<file path="config.mk">
export PLATFORM = sky130hd
export DESIGN_NAME = care_action_encoder
export DESIGN_NICKNAME = d
export VERILOG_FILES = /design/src/rtl/care_action_encoder.sv
export SDC_FILE = /design/constraint.sdc
export NUM_CORES = 1
export LEC_CHECK = 0
export ABC_AREA = 0
export BUFFER_PORTS_ARGS = -buffer_cell sky130_fd_sc_hd__buf_4
export CORE_ASPECT_RATIO = 0.5
export CORE_MARGIN = 1.5
export CORE_UTILIZATION = 45
export CTS_CLUSTER_DIAMETER = 30
export DETAILED_ROUTE_END_ITERATION = 7
export GPL_TIMING_DRIVEN = 1
export PLACE_DENSITY = 0.68
export SKIP_LAST_GASP = 1
export SYNTH_ARGS = -nofsm -noshare
export SYNTH_HDL_FRONTEND = slang
export SYNTH_SLANG_ARGS = --single-unit
</file>
<file path="constraint.sdc">
create_clock -name clk -period 3.8 [get_ports clk]
set_input_delay 0 -clock clk [delete_from_list [all_inputs] [get_ports clk]]
set_output_delay 0 -clock clk [all_outputs]
set_load 0.01 [all_outputs]
</file>
<file path="src/rtl/care_action_encoder.sv">
// Care-button front end: synchronise and debounce each button, queue presses as
// pending, and offer them one at a time over valid/ready with a cooldown after each.
module care_action_encoder #(
    parameter logic [23:0] DEBOUNCE_CYCLES = 24'd50_000,
    parameter logic [23:0] COOLDOWN_CYCLES = 24'd10_000_000
) (
    input  logic       clk,
    input  logic       rst_n,
    input  logic [7:0] btn_in,
    input  logic       ena,
    output logic       act_valid,
    input  logic       act_ready,
    output logic [2:0] act_code,
    output logic [5:0] act_onehot,
    output logic       busy,
    output logic [3:0] drop_count
);

    typedef enum logic [1:0] {IDLE, OFFER, COOLDOWN} state_t;

    state_t      state_q, state_d;
    logic [5:0]  sync1_q, sync2_q;
    logic [5:0]  stable_q, stable_prev_q;
    logic [23:0] db_cnt_q [6];
    logic [5:0]  pending_q, pending_d;
    logic [2:0]  sel_q, sel_d;
    logic [23:0] cd_cnt_q, cd_cnt_d;
    logic [3:0]  drop_q, drop_d;
    logic [5:0]  press, clr, drops;
    logic        unused_btn;

    assign unused_btn = ^btn_in[7:6];

    function automatic logic [2:0] lowest_idx(input logic [5:0] v);
        logic [2:0] idx;
        idx = 3'd0;
        for (int i = 5; i >= 0; i--) begin
            if (v[i]) idx = 3'(i);
        end
        return idx;
    endfunction

    function automatic logic [2:0] popcount6(input logic [5:0] v);
        logic [2:0] n;
        n = 3'd0;
        for (int i = 0; i < 6; i++) begin
            n = n + {2'b00, v[i]};
        end
        return n;
    endfunction

    function automatic logic [3:0] sat_add4(input logic [3:0] a, input logic [2:0] b);
        logic [4:0] s;
        s = {1'b0, a} + {2'b00, b};
        return (s > 5'd15) ? 4'hF : s[3:0];
    endfunction

    // Input path: two-flop synchroniser, then per-bit debounce of the synced level.
    always_ff @(posedge clk) begin
        if (!rst_n) begin
            sync1_q       <= '0;
            sync2_q       <= '0;
            stable_q      <= '0;
            stable_prev_q <= '0;
            for (int i = 0; i < 6; i++) begin
                db_cnt_q[i] <= '0;
            end
        end else begin
            sync1_q       <= btn_in[5:0];
            sync2_q       <= sync1_q;
            stable_prev_q <= stable_q;
            for (int i = 0; i < 6; i++) begin
                if (sync2_q[i] == stable_q[i]) begin
                    db_cnt_q[i] <= '0;
                end else if (db_cnt_q[i] >= DEBOUNCE_CYCLES - 24'd1) begin
                    stable_q[i] <= sync2_q[i];
                    db_cnt_q[i] <= '0;
                end else begin
                    db_cnt_q[i] <= db_cnt_q[i] + 24'd1;
                end
            end
        end
    end

    assign press = stable_q & ~stable_prev_q;

    always_comb begin
        state_d  = state_q;
        sel_d    = sel_q;
        cd_cnt_d = cd_cnt_q;
        clr      = '0;
        case (state_q)
            IDLE: begin
                if (ena && (pending_q != 6'd0)) begin
                    state_d = OFFER;
                    sel_d   = lowest_idx(pending_q);
                end
            end
            OFFER: begin
                if (act_ready) begin
                    clr      = 6'd1 << sel_q;
                    cd_cnt_d = COOLDOWN_CYCLES - 24'd1;
                    state_d  = COOLDOWN;
                end
            end
            COOLDOWN: begin
                if (cd_cnt_q == 24'd0) state_d = IDLE;
                else                   cd_cnt_d = cd_cnt_q - 24'd1;
            end
            default: state_d = IDLE;
        endcase
        // A press landing on the bit being cleared re-queues and is not a drop.
        drops     = press & pending_q & ~clr;
        pending_d = (pending_q & ~clr) | press;
        drop_d    = sat_add4(drop_q, popcount6(drops));
    end

    always_ff @(posedge clk) begin
        if (!rst_n) begin
            state_q   <= IDLE;
            sel_q     <= '0;
            cd_cnt_q  <= '0;
            pending_q <= '0;
            drop_q    <= '0;
        end else begin
            state_q   <= state_d;
            sel_q     <= sel_d;
            cd_cnt_q  <= cd_cnt_d;
            pending_q <= pending_d;
            drop_q    <= drop_d;
        end
    end

    assign act_valid  = (state_q == OFFER);
    assign act_code   = act_valid ? (sel_q + 3'd1) : 3'd0;
    assign act_onehot = act_valid ? (6'd1 << sel_q) : 6'd0;
    assign busy       = (state_q != IDLE);
    assign drop_count = drop_q;

endmodule

</file>
==> results.txt, run 1 <==
The logs give 0.208 for the global-route track usage on met1 and 1.42 mW for the power spent charging and discharging nets. The via count of the first global-routing pass came out at 6621. The number of pins with negative max-slew slack in the final report was 0.

The area share of the largest cell type after synthesis works out to 0.449. After the first detailed-routing iteration, the DRC count stood at 358. For the data required time of the critical path, the log shows 4170 ps. Setup total negative slack on the finished layout was measured at 0 ps. During synthesis, Yosys emitted a total of 0 warnings. Entering global routing, the biggest net connects 36 pins. After clock tree synthesis, the clock-pin slew on the worst setup and hold paths is 60 ps.

Synthesis produced 873 cells. The beginning of the critical path was sel_q[0]. Sequential element share of the synthesized area: 0.581.

The total global routing overflow came out at 0. The dominant combinational cell family by area after synthesis is simple AND/OR/NAND/NOR gates. The number of antenna violations at the first check in global routing was 0; the worst IR drop on VDD was 0.272 mV. The startpoint of the worst hold path was ena. The DRC violation count after routing was 0. For this design the static power due to leakage is 4.53 nW. The count of flip-flops with a built-in enable after synthesis is 144.

The fraction of synthesized cell area in xor and xnor cells was 0.0828; the count of port buffers added during placement was 24. In this run the most used layer during global routing was met2. The initial cell density of the core is 0.464.

Clock latency on the worst-skew pair, taken at its later pin, is 490 ps. TritonCTS built the clock tree. The tools report the largest buffer count on any clock path as 3. The post-DP HPWL is 11.6 mm, and the vertical die dimension is 106 µm.

The number of distinct library cells after synthesis is 52, and the switching part of the total is 0.234. Met2 track utilization from global routing: 0.270. By area the synthesized netlist is led by edfxtp_1, dfxtp_1, xnor2_1. In this run, synthesis produced a sequential element count of 207. OpenSTA, run right after detailed placement, puts the worst setup slack at 562 ps. The cell with the most instances after synthesis was edfxtp_1.

The post-synthesis async set-or-reset flop share is 0. Once the clock tree was built, the resizer swapped 0 gates to a different size. The worst setup path is launched from a flip-flop. The clock net sink count came out at 207.

The run finished with clean final reports. The most common flop cell mapped by yosys was edfxtp_1. The normalized max-slew margin is 0.372. The largest fanout on the critical path came out at 4. Summing every instance area after synthesis gives 9620 µm². For the worst setup path, the data arrival time is 3600 ps.

Summing over every cut layer, the via total after detailed routing is 6918. The per-cell via count in the routed design was 4.87; the internal cell power was 4.64 mW. Utilization of the core after routing: 0.586. The tightest min-delay check is of the in -> reg type. The I/O pin total is 27, and the share of synthesized cell area in and, or, nand and nor gates is 0.219. The width of the chip was 210 µm.

Worst-case setup margin in the final layout: 576 ps. For the hold violation count in the final report, the log shows 0. Setup repair after global routing left no endpoint under its margin. In this run the critical register-to-register path is launched from sel_q[0].

The deepest level of the CTS H-tree is 2. The design draws 6.06 mW. In this run the standard cell core region covers 20700 µm².

The final layout contains 1153 nets. The total global routing track utilization is 0.162. The floorplan has 37 rows. The final weighted congestion of routability-driven global placement was 0.824; the fraction of the mapped netlist area in compound gates was 0.0658.

The run gives 0 as the total of endpoints with negative setup slack in the final report. The period utilization works out to 0.848. The category of the most critical setup path is reg -> reg.

The worst setup skew after layout is 15.7 ps, and the average instance area after synthesis is 11.0 µm². The count of nets left with antenna violations once routing finished came out at 0. From synthesis to final layout, the design area changed by 26.3%. Once layout is done, the placed cells without fillers occupy 12100 µm². The largest total area in the synthesized netlist belongs to edfxtp_1.

Clock tree synthesis inserted a total of 35 buffers. The total power divided by cell area came out at 499 nW/µm². The adder and majority gate portion of the synthesized area is 0.0278, and the minimum clock period is 3220 ps. The maximum frequency from static timing analysis came out at 310 MHz.

The kind of capture point of the worst setup path is a flip-flop. The routed wire length came out at 17.2 mm. Buffers added to address setup during post-CTS repair amount to 0.

The tools report the part of the power in registers as 0.429. The logs give 0 for the max-capacitance violation count and 22300 µm² for the die area. The fraction of layout instances using a drive strength above 1 was 0.0932; the post-placement cell area was 10800 µm².

The clock group share of total power came out at 0.514. For the met3 track utilization from global routing, the log shows 0.0402. CTS placed an instance of clkbuf_16 at the clock tree root. For this run, the detailed router's first-pass iteration total came to 4. After detailed routing, the average wire length per cell comes to 12.1 µm.

The worst setup slack for register-to-register paths is 580 ps, and the combinational group share of total power is 0.057. The repair_antennas step left the layout with diodes totalling 0. The transition time of the tightest slew-check pin was 938 ps.

The commonest cells after synthesis are edfxtp_1, nor2_1, dfxtp_1. The run gives 29.8 mm as the wire length of the first global-routing pass. The post-synthesis mux area share was 0.00104.
[per-layer routing]
metal,share of wire,vias up
li1,-,3553
met1,0.47,3231
met2,0.47,101
met3,0.044,33
met4,0.017,0
met5,0,-
[power groups by stage]
stage	Sequential, mW	Clock [mW]	Combinational (mW)
after floorplan	2.62	0	0.263
after global placement	2.64	0	0.318
after detailed placement	2.64	0	0.321
after CTS	2.60	3.19	0.338
after global routing	2.61	3.29	0.393
final	2.60	3.12	0.345
[per-stage QoR]
step	instances	hold WS [ps]
6_report	1421	37.2
4_1_cts	1421	28.8
5_1_grt	1421	55.6
2_1_floorplan	1063	127
3_3_place_gp	1343	208
3_5_place_dp	1343	210
[timing repair]
item | 4_1_cts | 5_1_grt
hold endpoints to repair | 30 | 0
endpoints found under the setup margin | 0 | 0
hold buffers | 15 | 0
[worst paths after layout]
check | cells past startpoint | endpoint
max | 13 | drop_count[0]
min | 4 | sel_q[1]
max reg2reg | 13 | drop_count[0]
min reg2reg | 1 | sync2_q[1]
[cells in the final DEF (no fill, tap or decap), types with 29 or more instances in the layout]
cell type / instances
conb_1: 192
edfxtp_1: 144
nor2_1: 95
dfxtp_1: 63
nand2_1: 62
nor4_1: 53
xnor2_1: 48
xor2_1: 43
nor3_1: 38
nand3_1: 37
clkbuf_16: 37
inv_1: 31
buf_4: 30
a21oi_1: 29
[area by class of cell]
| type | instances | area (µm²) |
|---|---|---|
| well taps | 273 | 342 |
| flip-flops and latches | 207 | 5590 |
| clock buffers | 41 | 971 |
| inverters | 32 | 120 |
| multi-input cells | 801 | 4530 |
| repair buffers | 45 | 375 |
| fillers | 1731 | 8590 |
| clock inverters | 22 | 219 |
[cells by family after synthesis]
kind of cell,Yosys count
adder cells (fa/ha/maj),19
buffers and inverters,55
multiplexers,1
AND/OR/NAND/NOR,403
other,2
XOR/XNOR,91
flip-flops,207
AO/OA/AOI/OAI,95
[registers in the layout, summed over array words and instances, names as in the netlist]
signal / flops
db_cnt_q: 144
cd_cnt_q: 24
pending_q: 6
stable_prev_q: 6
stable_q: 6
sync1_q: 6
sync2_q: 6
drop_count: 4
sel_q: 3
state_q: 2
[worst max-delay path: stages (launching register included)]
cell,delay (ps)
dfxtp_1,380
inv_1,100
ha_1,250
nand2_1,80
nand2_1,60
nor2_1,140
fa_1,470
fa_1,520
fa_1,450
inv_1,80
fa_1,200
nor2b_1,70
o21ai_0,210
a21oi_1,110
No activity file was read; power rests on OpenSTA's default activity.
==> inputs of run 2 (changes only) <==
- PLACE_DENSITY: 0.68 -> 0.7
- clock period: 3.8 -> 2.8 ns (I/O delays scaled with it)
==> results.txt, run 2 (synthesized netlist as in run 1, its figures left out) <==
The run finished, with violations left. The checks that failed: negative setup slack. The transition time of the tightest slew-check pin is 890 ps (-48.8 ps), and the DRC violation count after routing is 0 (unchanged).

The final weighted congestion of routability-driven global placement is 0.815 (-1.0%), and the max-capacitance violation count is 0 (unchanged). Number of placed instances with taps included: 1360 (+1.3%). The worst setup skew after layout is 18.3 ps (+2.58 ps). The die area was 22300 µm² (unchanged); the largest buffer count on any clock path was 3 (unchanged). The number of nets in the finished design is 1170 (+1.5%), and the total vias in the final route is 7084 (+2.4%). Data required time of the critical path: 3230 ps (-940 ps). The wire length of the first global-routing pass is 31.4 mm (+5.3%), and the worst IR drop on VDD is 0.421 mV (+55%). The final cell count without fillers is 1438 (+1.2%).

Total global routing track utilization: 0.170 (+0.00778). Setup repair after global routing could not meet its margin everywhere. The run gives 12.4 mm (+6.9%) as the post-DP HPWL. The deepest level of the CTS H-tree is 2 (unchanged), and the number of pins with negative max-slew slack in the final report is 0 (unchanged). The largest fanout on the critical path came out at 3 (-1).

The placeable core region came out at 20700 µm² (unchanged). Leaving out fill and tap cells, the most frequent cells in the layout are conb_1, edfxtp_1, nor2_1, dfxtp_1, nand2_1. The worst setup path is captured at a flip-flop. For the remaining antenna violation count, the log shows 0 (unchanged). TritonCTS built the clock tree. The hold violation count in the final report was 0 (unchanged). The area of the multi-input gates was 4570 µm² (+0.88%); the antenna cell count was 0 (unchanged). For the initial cell density of the core, the log shows 0.464 (unchanged). The fraction of layout instances using a drive strength above 1 is 0.118 (+0.0244).

The category of the most critical setup path is reg -> reg. For the total of endpoints with negative setup slack in the final report, the log shows 4 (+4). The I/O pin total was 27 (unchanged).

The total global routing overflow is 0 (unchanged). The worst-case setup margin in the final layout came out at -119 ps (-695 ps). The logs give 4.67 nW (+3.0%) for the leakage power figure and -132 ps (-694 ps) for the worst setup slack before clock tree synthesis. The first-pass detailed-route iteration total was 7 (+3); the post-CTS clock slew at the launch and capture registers of the worst setup and hold paths was 50 ps (about the same).

The tools report the largest net degree at the start of global routing as 36 (unchanged). The total power divided by cell area is 690 nW/µm² (+38%). The maximum frequency from static timing analysis is 343 MHz (+10%), and the routed wire length is 18.0 mm (+5.1%). Ranked by flip-flop count, first place goes to db_cnt_q.

The period utilization is 1.04 (+0.194), and the number of inserted filler cells in the final layout is 1694 (-2.1%). The number of antenna violations at the first check in global routing came out at 0 (unchanged). The routed wirelength normalized by instance count came out at 12.5 µm (+3.9%). The logs give 490 ps (about the same) for the later-pin clock latency in the skew report and 35 (unchanged) for the number of buffers created by CTS.

The startpoint type of the worst setup path is a flip-flop. The utilization of the core after routing came out at 0.598 (+0.0128). Compared with the post-synthesis result, the final layout area differs by 29.0%. The library cell used most frequently in the layout, excluding fill and tap cells, is conb_1. The normalized max-slew margin is 0.404 (+0.0327). The count of port buffers added during placement came out at 24 (unchanged).

The largest registers in the layout are db_cnt_q x144, cd_cnt_q x24. For the clock net sink count, the log shows 207 (unchanged). The cell sitting at the root of the clock tree is a clkbuf_16. The width of the chip came out at 210 µm (unchanged).

The path category of the worst min-delay check was in -> reg. The run gives 8.57 mW (+41%) as the total power after layout. The sequential cell area in the final layout was 5590 µm² (about the same); the flip-flop count of the largest register after layout was 144 (unchanged). The logs give 3340 ps (-260 ps) for the endpoint arrival time on the critical path and 0 (unchanged) for the number of buffers added for setup after CTS.

The minimum clock period works out to 2920 ps (-305 ps). The logs give 12400 µm² (+2.2%) for the post-route standard cell area excluding fillers and 6955 (+5.0%) for the via count of the first global-routing pass. The post-placement cell area was 10900 µm² (+1.3%); the per-cell via count in the routed design was 4.93 (+1.2%). The vertical die dimension was 106 µm (unchanged); the site row count was 37 (unchanged). The number of DRC markers after the initial detailed-route iteration was 264 (-26%).
-- run 2: cell types whose count changed in the layout (fill, tap and decap cells not counted), moves of 3 or more --
cell and delta:
buf_4 +17, clkinvlp_4 -5, bufinv_16 +4, clkbuf_8 -3, clkinv_1 +3, clkinv_8 +3, nand2_1 -3, nand2_2 +3
nor2_1 -3, nor2_2 +3
-- run 2: power breakdown --
part | total, mW | leakage, nW | internal [mW] | switching (mW)
logic | 0.497 | 2.07 | 0.188 | 0.309
clock network | 4.55 | 0.625 | 3.01 | 1.53
registers | 3.53 | 1.97 | 3.42 | 0.102
total | 8.57 | 4.67 | 6.62 | 1.95
-- run 2: repair_timing --
item	CTS	global route
pin swaps	4	4
endpoints found under the hold margin	27	0
hold buffers	15	0
gates resized for setup	5	5
setup endpoints to repair	4	4
-- run 2: area by class of cell --
| type | count | share of cell area |
|---|---|---|
| Multi-Input combinational cell | 801 | 0.369 |
| Inverter | 32 | 0.00968 |
| Tap cell | 273 | 0.0275 |
| Sequential cell | 207 | 0.450 |
| Clock buffer | 37 | 0.0746 |
| Timing Repair Buffer | 62 | 0.0405 |
| Clock inverter | 26 | 0.0289 |
-- run 2: through the flow --
step	setup TNS, ps	hold WS [ps]
after floorplan	0	127
after global placement	-165	207
after detailed placement	-404	213
after CTS	-267	35.7
after global routing	-1020	84.2
final	-408	57.4
-- run 2: worst max-delay path: stages, from the launching register on --
cell and delay [ps]:
dfxtp_2 310, nand3b_1 180, nor2_2 170, nand2_1 90, nand2_2 80, nor2_2 50
fa_1 460, fa_1 510, fa_2 210, inv_2 40, fa_2 380, nor2b_4 160
o21ai_2 80, a21oi_1 140
-- run 2: worst paths after layout --
| kind | from | end | cells after the start | slack (ps) |
|---|---|---|---|---|
| worst min-delay path | ena | sel_q[1] | 4 | 60 |
| worst min register to register | sync1_q[4] | sync2_q[4] | 1 | 430 |
| worst max register to register | state_q[1] | drop_count[1] | 13 | -120 |
| worst max-delay path | state_q[1] | drop_count[1] | 13 | -120 |
-- run 2: routing by layer --
metal | vias to the layer above | wire [µm] | global-route usage | share of wire
li1 | 3603 | - | - | -
met1 | 3378 | 8240 | 0.215 | 0.46
met2 | 83 | 8920 | 0.292 | 0.49
met3 | 20 | 662 | 0.0387 | 0.037
met4 | 0 | 216 | 0.0468 | 0.012
met5 | - | 0 | 0 | 0
